===== config.mk =====
export PLATFORM = sky130hd
export DESIGN_NAME = match_turn_ctrl_flat
export DESIGN_NICKNAME = d
export VERILOG_FILES = /design/src/rtl/match_turn_ctrl_if.sv /design/src/rtl/match_turn_ctrl.sv /design/src/flat_wrapper.sv
export SDC_FILE = /design/constraint.sdc
export NUM_CORES = 1
export LEC_CHECK = 0
export CAP_MARGIN = 20
export CORE_AREA = 2 2 131 165
export CTS_CLUSTER_SIZE = 25
export DETAILED_ROUTE_END_ITERATION = 8
export DIE_AREA = 0 0 133 167
export GPL_TIMING_DRIVEN = 1
export SYNTH_ARGS = -nofsm -noshare
export SYNTH_HDL_FRONTEND = slang
export SYNTH_SLANG_ARGS = --single-unit

===== constraint.sdc =====
create_clock -name clock -period 2.5 [get_ports clock]
set_clock_uncertainty 0.15 [all_clocks]
set_input_delay 0.5 -clock clock [delete_from_list [all_inputs] [get_ports clock]]
set_output_delay 0.5 -clock clock [all_outputs]
set_load 0.1 [all_outputs]

===== src/rtl/match_turn_ctrl_if.sv =====
// rtl/match_turn_ctrl_if.sv - turn sequencer bus: pick inputs, deck read port, board state outputs
interface match_turn_ctrl_if #(
  parameter int NUM_CARDS = 36,
  parameter int VAL_W     = 5
);
  logic                 start;
  logic                 select;
  logic [5:0]           cursor;
  logic [5:0]           rd_addr;
  logic [VAL_W-1:0]     card_val;
  logic [5:0]           card1_loc;
  logic [5:0]           card2_loc;
  logic [NUM_CARDS-1:0] revealed;
  logic [NUM_CARDS-1:0] matched;
  logic                 match_pulse;
  logic                 miss_pulse;
  logic [7:0]           attempts;
  logic                 game_over;
  logic [2:0]           state;

  modport slave (
    input  start, select, cursor, card_val,
    output rd_addr, card1_loc, card2_loc, revealed, matched,
           match_pulse, miss_pulse, attempts, game_over, state
  );

  modport master (
    output start, select, cursor, card_val,
    input  rd_addr, card1_loc, card2_loc, revealed, matched,
           match_pulse, miss_pulse, attempts, game_over, state
  );
endinterface


===== src/rtl/match_turn_ctrl.sv =====
// rtl/match_turn_ctrl.sv - memory-match turn sequencer: pick, fetch, compare, reveal, score
// Optional SKIP_REVEAL_EN: a select during SHOW ends the mismatch reveal early.
module match_turn_ctrl #(
  parameter int NUM_CARDS     = 36,
  parameter int REVEAL_CYCLES = 50000000,
  parameter int VAL_W         = 5
) (
  input  logic             clock,
  input  logic             reset_n,
  match_turn_ctrl_if.slave bus
);
  localparam int PAIRS = NUM_CARDS / 2;
  localparam int CNT_W = $clog2(PAIRS + 1);
  localparam int TMR_W = (REVEAL_CYCLES > 1) ? $clog2(REVEAL_CYCLES) : 1;

  typedef enum logic [2:0] {
    IDLE    = 3'd0,
    WAIT1   = 3'd1,
    FETCH1  = 3'd2,
    WAIT2   = 3'd3,
    FETCH2  = 3'd4,
    COMPARE = 3'd5,
    SHOW    = 3'd6,
    DONE    = 3'd7
  } state_t;

  state_t               state_q;
  logic [5:0]           rd_addr_q;
  logic [5:0]           card1_loc_q;
  logic [5:0]           card2_loc_q;
  logic [VAL_W-1:0]     val1_q;
  logic [VAL_W-1:0]     val2_q;
  logic [TMR_W-1:0]     timer_q;
  logic [CNT_W-1:0]     match_cnt_q;
  logic [CNT_W-1:0]     match_cnt_d;
  logic [NUM_CARDS-1:0] matched_q;
  logic [7:0]           attempts_q;
  logic [7:0]           attempts_d;
  logic                 match_pulse_q;
  logic                 miss_pulse_q;

  logic [NUM_CARDS-1:0] card1_oh;
  logic [NUM_CARDS-1:0] card2_oh;
  logic                 cursor_free;
  logic                 pick_ok;

  always_comb begin
    // Out-of-range cursors never index the matched bitmap.
    cursor_free = 1'b0;
    if (int'(bus.cursor) < NUM_CARDS) begin
      cursor_free = ~matched_q[bus.cursor];
    end
    pick_ok = bus.select & cursor_free &
              ((state_q != WAIT2) | (bus.cursor != card1_loc_q));

    match_cnt_d = match_cnt_q + 1'b1;
    attempts_d  = (attempts_q == 8'hFF) ? attempts_q : attempts_q + 8'd1;

    card1_oh = '0;
    card2_oh = '0;
    if ((state_q >= FETCH1) && (state_q <= SHOW)) begin
      card1_oh[card1_loc_q] = 1'b1;
    end
    if ((state_q >= FETCH2) && (state_q <= SHOW)) begin
      card2_oh[card2_loc_q] = 1'b1;
    end
  end

  always_ff @(posedge clock or negedge reset_n) begin
    if (!reset_n) begin
      state_q       <= IDLE;
      rd_addr_q     <= '0;
      card1_loc_q   <= '0;
      card2_loc_q   <= '0;
      val1_q        <= '0;
      val2_q        <= '0;
      timer_q       <= '0;
      match_cnt_q   <= '0;
      matched_q     <= '0;
      attempts_q    <= '0;
      match_pulse_q <= 1'b0;
      miss_pulse_q  <= 1'b0;
    end else begin
      match_pulse_q <= 1'b0;
      miss_pulse_q  <= 1'b0;
      if (bus.start) begin
        matched_q   <= '0;
        match_cnt_q <= '0;
        attempts_q  <= '0;
        timer_q     <= '0;
        state_q     <= WAIT1;
      end else begin
        case (state_q)
          IDLE: ;
          WAIT1: begin
            if (pick_ok) begin
              card1_loc_q <= bus.cursor;
              rd_addr_q   <= bus.cursor;
              state_q     <= FETCH1;
            end
          end
          FETCH1: begin
            val1_q  <= bus.card_val;
            state_q <= WAIT2;
          end
          WAIT2: begin
            if (pick_ok) begin
              card2_loc_q <= bus.cursor;
              rd_addr_q   <= bus.cursor;
              state_q     <= FETCH2;
            end
          end
          FETCH2: begin
            val2_q  <= bus.card_val;
            state_q <= COMPARE;
          end
          COMPARE: begin
            attempts_q <= attempts_d;
            if (val1_q == val2_q) begin
              matched_q     <= matched_q | card1_oh | card2_oh;
              match_cnt_q   <= match_cnt_d;
              match_pulse_q <= 1'b1;
              state_q       <= (match_cnt_d == CNT_W'(PAIRS)) ? DONE : WAIT1;
            end else begin
              timer_q <= TMR_W'(REVEAL_CYCLES - 1);
              state_q <= SHOW;
            end
          end
          SHOW: begin
`ifdef SKIP_REVEAL_EN
            if (bus.select) begin
              timer_q      <= '0;
              miss_pulse_q <= 1'b1;
              state_q      <= WAIT1;
            end else
`endif
            if (timer_q == '0) begin
              miss_pulse_q <= 1'b1;
              state_q      <= WAIT1;
            end else begin
              timer_q <= timer_q - 1'b1;
            end
          end
          DONE: ;
          default: state_q <= IDLE;
        endcase
      end
    end
  end

  assign bus.rd_addr     = rd_addr_q;
  assign bus.card1_loc   = card1_loc_q;
  assign bus.card2_loc   = card2_loc_q;
  assign bus.matched     = matched_q;
  assign bus.revealed    = matched_q | card1_oh | card2_oh;
  assign bus.match_pulse = match_pulse_q;
  assign bus.miss_pulse  = miss_pulse_q;
  assign bus.attempts    = attempts_q;
  assign bus.game_over   = (state_q == DONE);
  assign bus.state       = state_q;
endmodule


===== src/flat_wrapper.sv =====
// flat-port wrapper written by rule: the top's interface ports become plain ports
module match_turn_ctrl_flat 
#(
  parameter int NUM_CARDS     = 36,
  parameter int REVEAL_CYCLES = 50000000,
  parameter int VAL_W         = 5
)
  (clock, reset_n, bus_start, bus_select, bus_cursor, bus_card_val, bus_rd_addr, bus_card1_loc, bus_card2_loc, bus_revealed, bus_matched, bus_match_pulse, bus_miss_pulse, bus_attempts, bus_game_over, bus_state);
  match_turn_ctrl_if #(.NUM_CARDS(NUM_CARDS), .VAL_W(VAL_W)) bus_i ();
  input  logic clock;
  input  logic reset_n;
  input wire logic [$bits(bus_i.start)-1:0] bus_start;
  input wire logic [$bits(bus_i.select)-1:0] bus_select;
  input wire logic [$bits(bus_i.cursor)-1:0] bus_cursor;
  input wire logic [$bits(bus_i.card_val)-1:0] bus_card_val;
  output wire logic [$bits(bus_i.rd_addr)-1:0] bus_rd_addr;
  output wire logic [$bits(bus_i.card1_loc)-1:0] bus_card1_loc;
  output wire logic [$bits(bus_i.card2_loc)-1:0] bus_card2_loc;
  output wire logic [$bits(bus_i.revealed)-1:0] bus_revealed;
  output wire logic [$bits(bus_i.matched)-1:0] bus_matched;
  output wire logic [$bits(bus_i.match_pulse)-1:0] bus_match_pulse;
  output wire logic [$bits(bus_i.miss_pulse)-1:0] bus_miss_pulse;
  output wire logic [$bits(bus_i.attempts)-1:0] bus_attempts;
  output wire logic [$bits(bus_i.game_over)-1:0] bus_game_over;
  output wire logic [$bits(bus_i.state)-1:0] bus_state;
  assign bus_i.start = bus_start;
  assign bus_i.select = bus_select;
  assign bus_i.cursor = bus_cursor;
  assign bus_i.card_val = bus_card_val;
  assign bus_rd_addr = bus_i.rd_addr;
  assign bus_card1_loc = bus_i.card1_loc;
  assign bus_card2_loc = bus_i.card2_loc;
  assign bus_revealed = bus_i.revealed;
  assign bus_matched = bus_i.matched;
  assign bus_match_pulse = bus_i.match_pulse;
  assign bus_miss_pulse = bus_i.miss_pulse;
  assign bus_attempts = bus_i.attempts;
  assign bus_game_over = bus_i.game_over;
  assign bus_state = bus_i.state;
  match_turn_ctrl #(.NUM_CARDS(NUM_CARDS), .REVEAL_CYCLES(REVEAL_CYCLES), .VAL_W(VAL_W)) u_core (.clock(clock), .reset_n(reset_n), .bus(bus_i));
endmodule

---- After elaboration in Yosys (flattened, before gate mapping) ----
Index checks and enable logic that the tools add are counted.
cells by class
  bitwise logic cells ..................... 7
  reductions and logical operators ........ 19
  add/sub/neg operators ................... 3
  order comparisons ....................... 9
  equality and inequality tests ........... 18
  multiplexer cells ....................... 35
operators by type and width
  cell                                                                   number
  36-bit 2-to-1 mux                                                      5
  26-bit 2-to-1 mux                                                      3
  36-bit bitwise OR                                                      2
  26-bit case mux with 2 select lines                                    1
  26-bit logical NOT                                                     1
  26-bit by 1-bit subtractor with 26-bit output, second input constant   1
  8-bit 2-to-1 mux                                                       3
  6-bit by 7-bit < comparator with 1-bit output, second input constant   3
  3-bit 2-to-1 mux                                                       6
  3-bit case mux with 6 select lines                                     1
  5-bit 2-to-1 mux                                                       3
  1-bit demux with 6-bit select                                          2
  3-bit == test, second input constant                                   4
  6-bit by 1-bit >= comparator with 1-bit output, second input constant  2
  3-bit by 2-bit != test with 1-bit output, second input constant        4
  3-bit AND reduction                                                    4
  1-bit 2-to-1 mux                                                       10
  8-bit by 1-bit adder with 8-bit output, second input constant          1
  8-bit == test, second input constant                                   1
  2-bit AND reduction                                                    4
  7-bit nonzero test                                                     1
  1-bit binary-select mux with 6-bit select                              1
  3-bit by 2-bit == test with 1-bit output, second input constant        2
  6-bit < comparator, second input constant                              1
  other kinds (18)                                                       25
storage, ports and cells
  register bits ........................... 108
  output and inout bits ................... 104
  input port bits ......................... 15

---- Longest topological paths before layout ----
  word-level depth ........................ 10
  mapped depth ............................ 10

---- Worst setup path before layout ----
OpenSTA, ideal clock, no wires.
  path type ............................... register to output
  start ................................... register u_core.state_q[0] (netlist: u_core.bus.state[0])
  end ..................................... output bus_revealed[10]
  arrival ................................. 3.383 ns
  slack ................................... -1.533 ns
  cell stages (with the launch flop) ...... 6
  path buffers ............................ 1
  cells stage by stage .................... dfrtp_1 > clkbuf_1 > and3_1 > or3b_2 > nor3_1 > a221o_1
on the way
  longest elaborated chain between the ends .. 5
ends and longest elaborated chain
  item                                                                                              line                                          source
  start, declared                                                                                   match_turn_ctrl.sv:27                         state_t state_q;
  start signal, assigned                                                                            match_turn_ctrl.sv:123                        state_q <= (match_cnt_d == CNT_W'(PAIRS)) ? DONE : WAIT1;
  3-bit by 2-bit >= comparator with 1-bit output or 3-bit less-or-equal comparator (tied branches)  match_turn_ctrl.sv:61, match_turn_ctrl.sv:64
  1-bit logical AND                                                                                 match_turn_ctrl.sv:61                         if ((state_q >= FETCH1) && (state_q <= SHOW)) begin
  36-bit 2-to-1 mux                                                                                 match_turn_ctrl.sv:61
  36-bit bitwise OR                                                                                 match_turn_ctrl.sv:155                        assign bus.revealed = matched_q | card1_oh | card2_oh;
  36-bit bitwise OR (*)                                                                             match_turn_ctrl.sv:155
  end, declared                                                                                     flat_wrapper.sv:19                            output wire logic [$bits(bus_i.revealed)-1:0] bus_revealed;
Every way passes the cells marked *; elsewhere a longest branch is shown, timed or not.

---- Worst setup path in the final report ----
  start ................................... register u_core.state_q[2] (netlist: u_core.bus.state[2])
  end ..................................... output bus_revealed[1]
Same word-level chain as after synthesis.

==> results.md <==
* Die W at 133 um
* # IOs at 119
* Slew headroom at 53.4%
* Vias at 6081
* Biggest area consumer among synthesized cells: dfrtp_1
* Commonest non-fill, non-tap cell in the layout: buf_4
* Commonest non-fill, non-tap cells in the layout: buf_4 (195), nor2_1 (103), dfrtp_1 (63), nor3_1 (54), buf_12 (43)
* Cell-internal power at 0.00372 W
* DRT Wirelength at 22.0 mm
* Outcome: finished with violations
* Max Cap Violations at 0
* RSZ-0062 raised after global routing: yes
* FF-to-FF path depth at 7
* Fin crit period at 2860 ps
* Filler Cell Count at 1891
* Clock sinks at 108
* TritonCTS Buffers at 9
* Clock root buffer: clkbuf_16
* VDD IR max at 0.547 mV
* Number of core rows at 59
* First-pass GRT wire length at 34.9 mm
* FF-to-FF End: u_core.bus.card1_loc[5]$_DFFE_PN0P_
* GRT Total Usage at 20.1%
* Final Hold Vio Count at 0
* Worst path required time at 1850 ps
* Switching part of the total power at 46.2%
* Core region area at 20600 um^2
* Final Cycle Share at 114%
* Reg2reg setup slack at -170 ps
* RR Startpoint: u_core.bus.matched[30]$_DFFE_PN0P_
* Syn Area/Cell at 9.62 um^2
* Max clock buf depth at 2
* Final setup margin at -356 ps
* Worst Path Arrival at 2210 ps
* Synth cell types at 56
* Count of synthesis-stage warnings from yosys at 0
* Setup CP Type: register to primary output
* P_leak at 4.29 nW
* TritonCTS clock tree: done
* Final net count at 888
* Crit path from: u_core.bus.state[2]$_DFFE_PN0P_
* Power share of the clock group at 20.2%
* Max Freq at 350 MHz
* EDFF count, synth at 0
* Post-synth top area share at 44.2%
* PwrDens at 700 nW/um^2
* Power, Total at 0.00692 W
* Die height at 167 um
* Crit. End Element: primary output
* CTS H-tree depth at 3
* Syn Inst Count at 636
* Gate power share at 45.8%
* Ant. Diodes at 0
* Vias in the first global route at 6252
* Psw at 0.00320 W
* Area contributors post-synth: dfrtp_1 (44%), nor2_1 (7.0%), a221o_1 (6.1%)
* Avg WL per Cell at 19.1 um
* Pin count of the biggest net entering global routing at 43
* Synth Cell Area at 6120 um^2
* Via density per instance at 5.30
* Grt total ovfl at 0
* First-pass DRT Iterations at 5
* ANT nets after route at 0
* Area Overhead vs Synth at 61.5%
* Max Fanout on Critical Path at 5
* Async SR Flop Fraction at 100%
* Place WS at -920 ps
* Failing checks: setup timing
* Ys flop type: dfrtp_1
* Initial DRC count at 324
* Layout cell share with drive strength beyond 1 at 50.8%
* DRC violations left at 0
* Setup violators final at 56
* Initial antenna violation count at 0
* Sequential share of power at 34.0%
* Synth Register Bits at 108
* Die ar. at 22200 um^2
* PortBufs at 118
* Seq/Total Area, Yosys at 44.2%
* Clk pin slew, worst setup/hold paths at 80 ps
* Worst Tran Pin Value at 696 ps
* Final HPWL DP at 16.3 mm
* Final RePlAce weighted congestion at 0.860
* Initial Util at 29.7%
* Startpoint Class: register
* Skew-Pair Late Insertion Delay at 360 ps
* Max-slew violations at 0
* Worst hold path class: primary input to asynchronous set/reset pin
* Syn nets at 655
[synth_stat cells, types with 8 or more instances]
library cell    n
or3_1          16
nand3_1         8
nor3_1         62
clkbuf_1       31
dfrtp_1       108
inv_1           9
a21oi_1        25
nand2_1        35
nor2_1        114
mux2_2         30
nor3b_1         8
xnor2_1        15
a221o_1        37
o21ai_0        19
[stage by stage]
stage	TNS, ps	instances	hold slack [ps]	utilization, %	instance area [um^2]
2_1_floorplan	-22530	636	54.4	-	6650
3_3_place_gp	-18360	1114	158	44.6	9190
3_5_place_dp	-19860	1114	158	44.6	9190
4_1_cts	-13870	1145	319	47.3	9750
5_1_grt	-16370	1148	320	48.0	9890
6_report	-13540	1148	321	48.0	9890
[cell type report]
class                      instances  area [um^2]  area share, %
multi-input combinational        480         3870           39.2
sequential                       108         2800           28.3
clock buffer                      10          229           2.32
clock inverter                     6         51.3          0.519
tap                              274          343           3.47
timing repair buffer             261         2560           25.9
inverter                           9         33.8          0.342
[how the worst max path moves through the flow]
stage	slack, ps	depth (start not counted)	endpoint
2_1_floorplan	-380	5	bus_revealed[10]
3_3_place_gp	-850	9	u_core.bus.card1_loc[0]$_DFFE_PN0P_
3_5_place_dp	-920	9	u_core.bus.card1_loc[5]$_DFFE_PN0P_
4_1_cts	-370	6	bus_revealed[8]
5_1_grt	-380	6	bus_revealed[8]
6_report	-360	5	bus_revealed[1]
[routing by layer]
metal	up-vias	global-route usage, %	wire length, um
li1	2833	-	-
met1	3006	23.5	8810
met2	198	35.8	11300
met3	44	3.14	954
met4	0	9.72	928
met5	-	0	0
[power groups by stage]
stage | combinational (W) | clock, W | sequential (W)
floorplan | 0.00117 | 0 | 0.00320
global placement | 0.00298 | 0 | 0.00233
detailed placement | 0.00301 | 0 | 0.00234
CTS | 0.00311 | 0.00143 | 0.00232
global route | 0.00331 | 0.00150 | 0.00239
finish | 0.00317 | 0.00140 | 0.00235
[worst max-delay path, stage by stage, from the launching register on]
cell and delay [ps]:
dfrtp_4 490, and3_4 180, or3_4 450, nor2_2 270
a221o_2 270, buf_12 180
[sequential cells by signal, summed over array words and instances (netlist names), 5 cells and up]
signal,flops
u_core.bus.rd_addr,6
u_core.val2_q,5
u_core.timer_q,26
u_core.bus.card2_loc,6
u_core.match_cnt_q,5
u_core.bus.matched,36
u_core.val1_q,5
u_core.bus.attempts,8
u_core.bus.card1_loc,6
[cells by family after synthesis]
kind of cell | count (synthesis) | synth area share [%]
adder cells (fa/ha/maj) | 4 | 0.818
XOR/XNOR | 22 | 3.15
AO/OA/AOI/OAI | 121 | 15.2
AND/OR/NAND/NOR | 293 | 23.8
buffers and inverters | 48 | 3.23
multiplexers | 40 | 9.63
flip-flops | 108 | 44.2
[what timing repair did]
action / 4_1_cts / 5_1_grt
resized for setup: 46 / 28
setup endpoints to repair: 61 / 82
hold buffers: 1 / 0
pin swaps: 25 / 14
hold endpoints to repair: 25 / 0
setup buffers: 14 / 8
(Power assumes the default switching activity.)
